[src/rtl/mealy_decoder.sv]
// Receive-side decoder for the 4-state Mealy bit-stream encoder: tracks the
// encoder state from the z stream, recovers x, and packs x bits LSB-first into words.
module mealy_decoder #(
  parameter int unsigned WIDTH = 8
) (
  input  logic             clk,
  input  logic             rst,
  input  logic             zIn,
  input  logic             zValid,
  input  logic             clear,
  output logic             xOut,
  output logic             xValid,
  output logic [1:0]       state,
  output logic [WIDTH-1:0] wordOut,
  output logic             wordValid
);

  localparam int unsigned CW = $clog2(WIDTH + 1);

  typedef enum logic [1:0] {
    S0 = 2'b00,
    S1 = 2'b01,
    S2 = 2'b10,
    S3 = 2'b11
  } state_e;

  state_e           state_q, state_d, state_nxt;
  logic             x_dec;
  logic             xOut_q, xOut_d;
  logic             xValid_q, xValid_d;
  logic             wordValid_q, wordValid_d;
  logic [WIDTH-1:0] shift_q, shift_d;
  logic [WIDTH-1:0] word_q, word_d;
  logic [WIDTH-1:0] assembled;
  logic [CW-1:0]    cnt_q, cnt_d;

  // S0 and S3 emit the complement of x; S1 and S2 emit x unchanged.
  always_comb begin
    x_dec = zIn ^ ((state_q == S0) || (state_q == S3));
  end

  always_comb begin
    state_nxt = state_q;
    unique case (state_q)
      S0: state_nxt = x_dec ? S2 : S1;
      S1: state_nxt = x_dec ? S3 : S2;
      S2: state_nxt = x_dec ? S3 : S1;
      S3: state_nxt = x_dec ? S0 : S2;
      default: state_nxt = S0;
    endcase
  end

  // Partial word with the current decoded bit dropped in at position cnt_q.
  always_comb begin
    assembled = shift_q;
    for (int unsigned i = 0; i < WIDTH; i++) begin
      if (cnt_q == CW'(i)) assembled[i] = x_dec;
    end
  end

  always_comb begin
    state_d     = state_q;
    xOut_d      = xOut_q;
    xValid_d    = 1'b0;
    wordValid_d = 1'b0;
    shift_d     = shift_q;
    cnt_d       = cnt_q;
    word_d      = word_q;
    if (clear) begin
      state_d = S0;
      cnt_d   = '0;
      shift_d = '0;
    end else if (zValid) begin
      xOut_d   = x_dec;
      xValid_d = 1'b1;
      state_d  = state_nxt;
      if (cnt_q == CW'(WIDTH - 1)) begin
        word_d      = assembled;
        wordValid_d = 1'b1;
        cnt_d       = '0;
        shift_d     = '0;
      end else begin
        shift_d = assembled;
        cnt_d   = cnt_q + CW'(1);
      end
    end
  end

  always_ff @(posedge clk or posedge rst) begin
    if (rst) begin
      state_q     <= S0;
      xOut_q      <= 1'b0;
      xValid_q    <= 1'b0;
      wordValid_q <= 1'b0;
      shift_q     <= '0;
      cnt_q       <= '0;
      word_q      <= '0;
    end else begin
      state_q     <= state_d;
      xOut_q      <= xOut_d;
      xValid_q    <= xValid_d;
      wordValid_q <= wordValid_d;
      shift_q     <= shift_d;
      cnt_q       <= cnt_d;
      word_q      <= word_d;
    end
  end

  assign xOut      = xOut_q;
  assign xValid    = xValid_q;
  assign state     = state_q;
  assign wordOut   = word_q;
  assign wordValid = wordValid_q;

endmodule

[config.mk]
export PLATFORM = sky130hd
export DESIGN_NAME = mealy_decoder
export DESIGN_NICKNAME = d
export VERILOG_FILES = /design/src/rtl/mealy_decoder.sv
export SDC_FILE = /design/constraint.sdc
export NUM_CORES = 1
export LEC_CHECK = 0
export CELL_PAD_IN_SITES_DETAIL_PLACEMENT = 1
export CELL_PAD_IN_SITES_GLOBAL_PLACEMENT = 1
export CORE_ASPECT_RATIO = 0.75
export CORE_UTILIZATION = 42
export DETAILED_ROUTE_END_ITERATION = 7
export GPL_TIMING_DRIVEN = 0
export PLACE_DENSITY = 0.74
export SETUP_SLACK_MARGIN = 0.2
export SYNTH_ARGS = -nofsm -noshare
export SYNTH_HDL_FRONTEND = slang
export SYNTH_SLANG_ARGS = --single-unit
[constraint.sdc]
create_clock -name clk -period 2.3 [get_ports clk]
set_input_delay 0.345 -clock clk [delete_from_list [all_inputs] [get_ports clk]]
set_output_delay 0.345 -clock clk [all_outputs]
set_load 0.05 [all_outputs]
==> results of run 1 <==
==> area by class of cell <==
cell class,instances,area [µm²],area share (%)
multi-input cells,73,643,40.8
inverters,8,30.0,1.90
clock buffers,3,41.3,2.62
repair buffers,16,160,10.2
flip-flops and latches,24,601,38.1
plain buffers,6,25.0,1.59
well taps,38,47.5,3.01
clock inverters,1,30.0,1.90
==> routing by layer <==
metal / vias to the layer above / track usage [%]
met5: - / 0
met4: 0 / 3.55
met3: 0 / 5.00
met2: 14 / 31.0
met1: 482 / 27.4
li1: 439 / -
==> placed cells by master (no fill, tap or decap), types with 4 or more instances in the layout <==
master,count
sky130_fd_sc_hd__clkdlybuf4s50_1,16
sky130_fd_sc_hd__mux2_4,7
sky130_fd_sc_hd__dfrtp_1,24
sky130_fd_sc_hd__o211ai_1,4
sky130_fd_sc_hd__nand3b_1,4
sky130_fd_sc_hd__mux2_2,4
sky130_fd_sc_hd__mux2i_1,4
sky130_fd_sc_hd__ha_1,5
sky130_fd_sc_hd__inv_1,8
sky130_fd_sc_hd__nor2_1,5
==> cell families after synthesis <==
kind of cell / after synthesis / synth area share [%]
DFF: 24 / 46.2
adders and majority gates: 5 / 4.82
and+or+nand+nor: 28 / 13.9
xor gates and xnor gates: 3 / 2.02
muxes: 18 / 17.2
buffers and inverters: 14 / 4.24
AOI/OAI and AO/OA: 19 / 11.6
==> path summary, 6_finish.rpt <==
kind / start / end / cells after the start
worst max-delay path: cnt_q[0]$_DFFE_PP0P_ / wordOut[2]$_DFFE_PP0P_ / 5
worst min-delay path: clear / shift_q[3]$_DFFE_PP0P_ / 2
worst max register to register: cnt_q[0]$_DFFE_PP0P_ / wordOut[2]$_DFFE_PP0P_ / 5
worst min register to register: xOut$_DFFE_PP0P_ / xOut$_DFFE_PP0P_ / 2
max in group asynchronous: rst / state[1]$_DFFE_PP0P_ / 2
min in group asynchronous: rst / wordValid$_DFF_PP0_ / 2
==> flip-flops by register name, indices dropped and copies added (netlist names) <==
register and count:
xOut 1, state 2, xValid 1, wordValid 1, wordOut 8, cnt_q 4, shift_q 7
==> critical path, delay by kind of cell, from the launching register on <==
family	cells	cell delay (ns)
adders and majority gates	1	0.25
and+or+nand+nor	1	0.40
buffers and inverters	1	0.12
muxes	2	0.63
DFF	1	0.43
==> per-stage QoR <==
step	area [µm²]	setup slack, ns
floorplan	1300	0.327
global placement	1510	0.322
detailed placement	1510	0.284
CTS	1580	0.350
global route	1580	0.243
finish	1580	0.343
==> power groups by stage <==
stage          clock [mW]  sequential (mW)  combinational (mW)
3_5_place_dp            0            0.457               0.190
5_1_grt             0.407            0.451               0.208
3_3_place_gp            0            0.456               0.182
6_report            0.378            0.449               0.188
2_1_floorplan           0            0.487              0.0999
4_1_cts             0.390            0.449               0.192
==> key figures, run 1 <==
CTS
  • Clock Root Buffer: sky130_fd_sc_hd__clkbuf_8
  • Post-CTS setup repair buffer count: 0
  • Number of levels the H-tree was split into: 1
  • Hold Buf Count CTS: 0
  • Clock Path Buffers: 2
  • # clock sinks: 24
  • Number of buffers created by CTS: 3
  • Number of cells upsized or downsized after cts: 0
  • Clock latency at the later pin of the worst-skew pair: around 0.27 ns
  • Clock-pin slew on the worst setup and hold paths: about 0.09 ns
  • CTS tree: yes

Floorplan
  • Initial Utilization: ~44%
  • Total die area: around 0.0033 mm²
  • Core Area: around 0.0029 mm²
  • I/O Pins: 18
  • Number of placement rows: 17
  • Die width: 66.2 µm
  • Die height: between 50 and 60 µm

Pwr
  • Proportion of power drawn by combinational gates: a little under a fifth
  • Switching fraction of total power: a little over a quarter
  • Int Power: 0.740 mW
  • Total Power Consumption: between 1 and 1.5 mW
  • Switching power summed over all nets: between 0.2 and 0.3 mW
  • Clk pwr share: a little under two fifths
  • Maximum VDD drop: approximately 0.54 mV
  • Flop pwr share: ~44%
  • Leakage power: approximately 0.72 nW
  • Cell Pwr Density: roughly 640 mW/mm²

Timing
  • Max-slew violation total from the final report: 0
  • Slew margin rel.: between 30% and 40%
  • Endpoints failing hold: 0
  • Slew of the pin with the lowest slew margin: 0.934 ns
  • Worst clock skew: about 0.0033 ns
  • Minimum clock period after layout: around 2.0 ns
  • Final-layout setup total negative slack: 0 ns
  • Post-route clock period utilization: around 85%
  • Hold slack: just under 0.4 ns
  • Unrepaired setup endpoints after global routing: no
  • Highest Clock Rate: between 0.5 and 0.6 GHz
  • Setup violation total in the final timing report: 0

GRT
  • GR Overflow Total: 0
  • Maximum number of pins on one net before global-route repair: 25
  • Initial antenna violation count: 0
  • Total GRT Usage: 19.6%
  • Number of global-route vias before repair: roughly 940
  • Wire length of the first global-routing pass: between 4000 and 5000 µm

Synth
  • Number of distinct library cell variants in the gate-level netlist after synthesis: 36
  • Warnings from Yosys: 0
  • Post-synth design cell area: around 0.0013 mm²
  • Yosys top cell area share: 46.2%
  • Syn Inst Count: roughly 110
  • Share of synthesized flip-flops with an asynchronous set or reset: 100%
  • Most numerous cell types in the synthesized netlist: sky130_fd_sc_hd__dfrtp_1 (24), sky130_fd_sc_hd__inv_1 (8), sky130_fd_sc_hd__mux2_4 (7), sky130_fd_sc_hd__ha_1 (5), sky130_fd_sc_hd__nor2_1 (5)
  • Flops & latches, synth: 24
  • Total nets after synthesis: 121
  • Number of enable flip-flop cells after synthesis: 0
  • Post-synth top flop: sky130_fd_sc_hd__dfrtp_1
  • Sequential share of the synthesized area: 46.2%
  • Post-synthesis area per instance: approximately 12 µm²
  • Yosys top cell by area: sky130_fd_sc_hd__dfrtp_1
  • Most used standard cell by instance count after synthesis: sky130_fd_sc_hd__dfrtp_1
  • Synth top area cells: sky130_fd_sc_hd__dfrtp_1 (46%), sky130_fd_sc_hd__mux2_4 (8.1%), sky130_fd_sc_hd__ha_1 (4.8%), sky130_fd_sc_hd__mux2_2 (3.5%), sky130_fd_sc_hd__mux2i_1 (3.1%)

Status
  • Result of the run: finished, violations left
  • Violated checks: DRC

Finish
  • Count of nets after finishing: ~140
  • Syn-to-layout area delta: 21.5%
  • Number of antenna cells inserted: 0
  • Layout cell share with drive strength beyond 1: between 10% and 20%
  • Utilization after layout: a little over half
  • Fill cell instance count of the final layout: 323
  • Post-layout instance count excluding filler cells: around 170

Route
  • Remaining antenna violation count after routing: 0
  • DR vias: just over 900
  • M1 WL: around 1400 µm
  • Total detailed-routing wirelength: 2840 µm
  • First-iteration detailed-routing DRC count: 40
  • First drt pass iteration count: 6
  • Average wire per cell in the routed design: 16.8 µm
  • Uppermost metal layer occupied by signal nets: met3
  • Detailed-route vias per instance: between 5 and 6
  • Detailed route wirelength on metal3: roughly 86 µm
  • # DRC: 1
  • Detailed route wirelength on metal2: ~1400 µm

Critical path
  • Critical Path Max Stage Delay: 0.43 ns
  • Startpoint type of the worst setup path: register
  • Critical Path End Type: register
  • Largest driver fanout on the critical path: 4
  • Worst path slowest cell: sky130_fd_sc_hd__dfrtp_1
  • CP Class: reg -> reg
  • Reg-to-reg slack, setup: 0.34 ns
  • Worst EP required: between 2 and 2.5 ns
  • List of cells traversed by the critical path: inv_1 > ha_1 > nor3b_1 > mux2_2 > mux2_4
  • Crit path arrival time: about 2.1 ns

Run
  • Max-cap viol count: 0

Worst hold path
  • Type of the worst min-delay path: in -> reg

Placed design
  • Weighted congestion reported at the end of routability-driven placement: 0.763
  • Buffers on Ports: 16
  • DP HPWL: 2000 µm
  • Total placed cells including tap cells: roughly 170
Note: power is estimated with default switching activity, not from simulation.
==> run 2, diff against run 1 <==
--- a/config.mk
+++ b/config.mk
@@ -8,10 +8,10 @@
 export CELL_PAD_IN_SITES_DETAIL_PLACEMENT = 1
 export CELL_PAD_IN_SITES_GLOBAL_PLACEMENT = 1
 export CORE_ASPECT_RATIO = 0.75
-export CORE_UTILIZATION = 42
+export CORE_UTILIZATION = 40
 export DETAILED_ROUTE_END_ITERATION = 7
 export GPL_TIMING_DRIVEN = 0
-export PLACE_DENSITY = 0.74
+export PLACE_DENSITY = 0.71
 export SETUP_SLACK_MARGIN = 0.2
 export SYNTH_ARGS = -nofsm -noshare
 export SYNTH_HDL_FRONTEND = slang
==> run 2 against run 1 <==
  * The flow now finishes without violations
  * Via count grew 1.2%
  * Die area up 4.8%
  * Core utilization fell by 1.3 points
  * Sequential cell count did not move
  * Non-clock buffer count did not move
  * Global-route usage grew 1.8 points
  * Critical path depth shrank 1
  * Clock skew grew 0.0061 ns
  * Wire length is 12% higher
  * Combinational power about the same
  * Worst hold slack better by 0.018 ns
  * Sequential power hardly changed
  * Critical path type unchanged
  * Largest cell class unchanged
==> key figures, run 2 (synthesis results as in run 1) <==
Timing
  • Endpoints failing hold: 0 (unchanged)
  • Final-layout setup total negative slack: 0 ns (unchanged)
  • Post-route clock period utilization: 83.9% (-1.2 points)
  • Unrepaired setup endpoints after global routing: no
  • Minimum clock period after layout: 1.93 ns (-0.0282 ns)
  • Max-slew violation total from the final report: 0 (unchanged)
  • Slew of the pin with the lowest slew margin: 0.922 ns (-0.0121 ns)
  • Setup violation total in the final timing report: 0 (unchanged)
  • Worst clock skew: 0.00940 ns (+0.00614 ns)
  • Hold slack: 0.414 ns (+0.0175 ns)
  • Slew margin rel.: 38.5% (+0.80 points)
  • Highest Clock Rate: 0.518 GHz (+1.5%)

Finish
  • Count of nets after finishing: 142 (unchanged)
  • Syn-to-layout area delta: 22.0%
  • Leading cell types in the layout, fill and taps excluded: sky130_fd_sc_hd__dfrtp_1 (24), sky130_fd_sc_hd__clkdlybuf4s50_1 (16), sky130_fd_sc_hd__inv_1 (8)
  • Number of antenna cells inserted: 0 (unchanged)
  • Max reg flops: 8 (unchanged)
  • Post-layout instance count excluding filler cells: 169 (unchanged)
  • Layout cell share with drive strength beyond 1: 16.0% (+0.76 points)
  • Utilization after layout: 52.4% (-1.3 points)
  • Most common library cell in the layout ignoring fill and taps: sky130_fd_sc_hd__dfrtp_1
  • Final cell area excluding filler cells: 0.00158 mm² (+0.40%)

Pwr
  • Leakage power: 0.717 nW (about the same)
  • Switching power summed over all nets: 0.275 mW (-0.42%)
  • Int Power: 0.740 mW (about the same)
  • Cell Pwr Density: 640 mW/mm² (-0.50%)
  • Proportion of power drawn by combinational gates: 18.8% (+0.3 points)
  • Switching fraction of total power: 27.1% (-0.086 points)
  • Clk pwr share: 36.9% (-0.4 points)
  • Maximum VDD drop: 0.345 mV (-36%)
  • Flop pwr share: 44.3% (about the same)

Floorplan
  • Die height: 51.3 µm (+2.4%)
  • Number of placement rows: 17 (unchanged)
  • Total die area: 0.00348 mm² (+4.8%)
  • I/O Pins: 18 (unchanged)
  • Initial Utilization: 43.0% (-1.2 points)
  • Die width: 67.8 µm (+2.4%)
  • Core Area: 0.00302 mm² (+2.9%)

Route
  • Remaining antenna violation count after routing: 0 (unchanged)
  • First-iteration detailed-routing DRC count: 37 (-7.5%)
  • DR vias: 946 (+1.2%)
  • Average wire per cell in the routed design: 18.7 µm (+12%)
  • First drt pass iteration count: 4 (-2)
  • # DRC: 0 (-1)
  • Detailed-route vias per instance: 5.60 (+1.2%)
  • Total detailed-routing wirelength: 3160 µm (+12%)

Placed design
  • Cell area reported after detailed placement: 0.00151 mm² (unchanged)
  • Weighted congestion reported at the end of routability-driven placement: 0.753 (-1.4%)
  • DP HPWL: 2260 µm (+13%)
  • Total placed cells including tap cells: 165 (unchanged)
  • Buffers on Ports: 16 (unchanged)

CTS
  • # clock sinks: 24 (unchanged)
  • Hold Buf Count CTS: 0 (unchanged)
  • CTS tree: yes
  • Number of levels the H-tree was split into: 1 (unchanged)
  • Clock-pin slew on the worst setup and hold paths: 0.09 ns (about the same)
  • Clock Root Buffer: sky130_fd_sc_hd__clkbuf_8
  • Clock latency at the later pin of the worst-skew pair: 0.27 ns (about the same)
  • Number of buffers created by CTS: 3 (unchanged)
  • Clock Path Buffers: 2 (unchanged)

GRT
  • GR Overflow Total: 0 (unchanged)
  • Initial antenna violation count: 0 (unchanged)
  • Total GRT Usage: 21.4% (+1.8 points)
  • Maximum number of pins on one net before global-route repair: 25 (unchanged)
  • Wire length of the first global-routing pass: 5310 µm (+11%)
  • Number of global-route vias before repair: 1013 (+7.4%)

Worst hold path
  • Type of the worst min-delay path: in -> reg
  • Endpoint with the worst hold slack: shift_q[3]$_DFFE_PP0P_
  • Min-delay src: clear
  • Cell depth of the worst min-delay path: 2 (unchanged)

Critical path
  • Worst EP required: 2.46 ns (about the same)
  • Largest driver fanout on the critical path: 9 (+5)
  • Reg2reg start: cnt_q[1]$_DFFE_PP0P_
  • Worst flop-to-flop path endpoint: wordOut[1]$_DFFE_PP0P_
  • Critical Path End Type: register
  • Reg-to-reg slack, setup: 0.37 ns (+0.03 ns)
  • Crit path arrival time: 2.09 ns (-0.03 ns)
  • CP Class: reg -> reg
  • Worst R2R Path Depth: 4 (-1)
  • Startpoint type of the worst setup path: register

Status
  • Result of the run: finished, final reports clean

Run
  • Max-cap viol count: 0 (unchanged)
[run 2: worst max-delay path by stage]
stage	to	slack, ns	from
after global placement	wordOut[6]$_DFFE_PP0P_	0.32	zValid
final	wordOut[1]$_DFFE_PP0P_	0.37	cnt_q[1]$_DFFE_PP0P_
after CTS	shift_q[4]$_DFFE_PP0P_	0.32	state[0]$_DFFE_PP0P_
after floorplan	wordOut[4]$_DFFE_PP0P_	0.33	state[1]$_DFFE_PP0P_
after global routing	wordOut[1]$_DFFE_PP0P_	0.22	cnt_q[1]$_DFFE_PP0P_
after detailed placement	wordOut[3]$_DFFE_PP0P_	0.25	zValid
[run 2: routing by layer]
layer,global-route usage (%),routed length (µm),vias to the layer above
li1,-,-,439
met1,28.6,1470,483
met2,34.5,1540,18
met3,5.13,110,6
met4,5.21,44,0
met5,0,0,-
[run 2: what timing repair did]
| action | 4_1_cts | 5_1_grt |
|---|---|---|
| setup buffers | 0 | 0 |
| gates resized for setup | 0 | 1 |
| endpoints found under the setup margin | 0 | 1 |
[run 2: critical path, cell delays in order (launching register included)]
cell	delay [ns]
sky130_fd_sc_hd__dfrtp_1	0.42
sky130_fd_sc_hd__ha_1	0.34
sky130_fd_sc_hd__nand2_2	0.15
sky130_fd_sc_hd__nor3_4	0.56
sky130_fd_sc_hd__mux2_4	0.35
[run 2: power groups by stage]
stage,Combinational (mW),Sequential [mW],Clock (mW)
4_1_cts,0.192,0.449,0.382
5_1_grt,0.209,0.452,0.400
3_5_place_dp,0.190,0.458,0
3_3_place_gp,0.184,0.456,0
6_report,0.191,0.449,0.374
2_1_floorplan,0.0999,0.487,0
[run 2: through the flow]
step           power [mW]  setup WS [ns]
2_1_floorplan       0.587          0.327
3_3_place_gp        0.640          0.320
3_5_place_dp        0.648          0.248
4_1_cts              1.02          0.322
5_1_grt              1.06          0.218
6_report             1.01          0.371
[run 2: area by class of cell]
cell class	instances	area (µm²)
Tap cell	38	47.5
Fill cell	342	1440
Sequential cell	24	601
Timing Repair Buffer	16	160
Buffer	6	25.0
Inverter	8	30.0
Clock buffer	3	41.3
Clock inverter	1	30.0
Multi-Input combinational cell	73	649
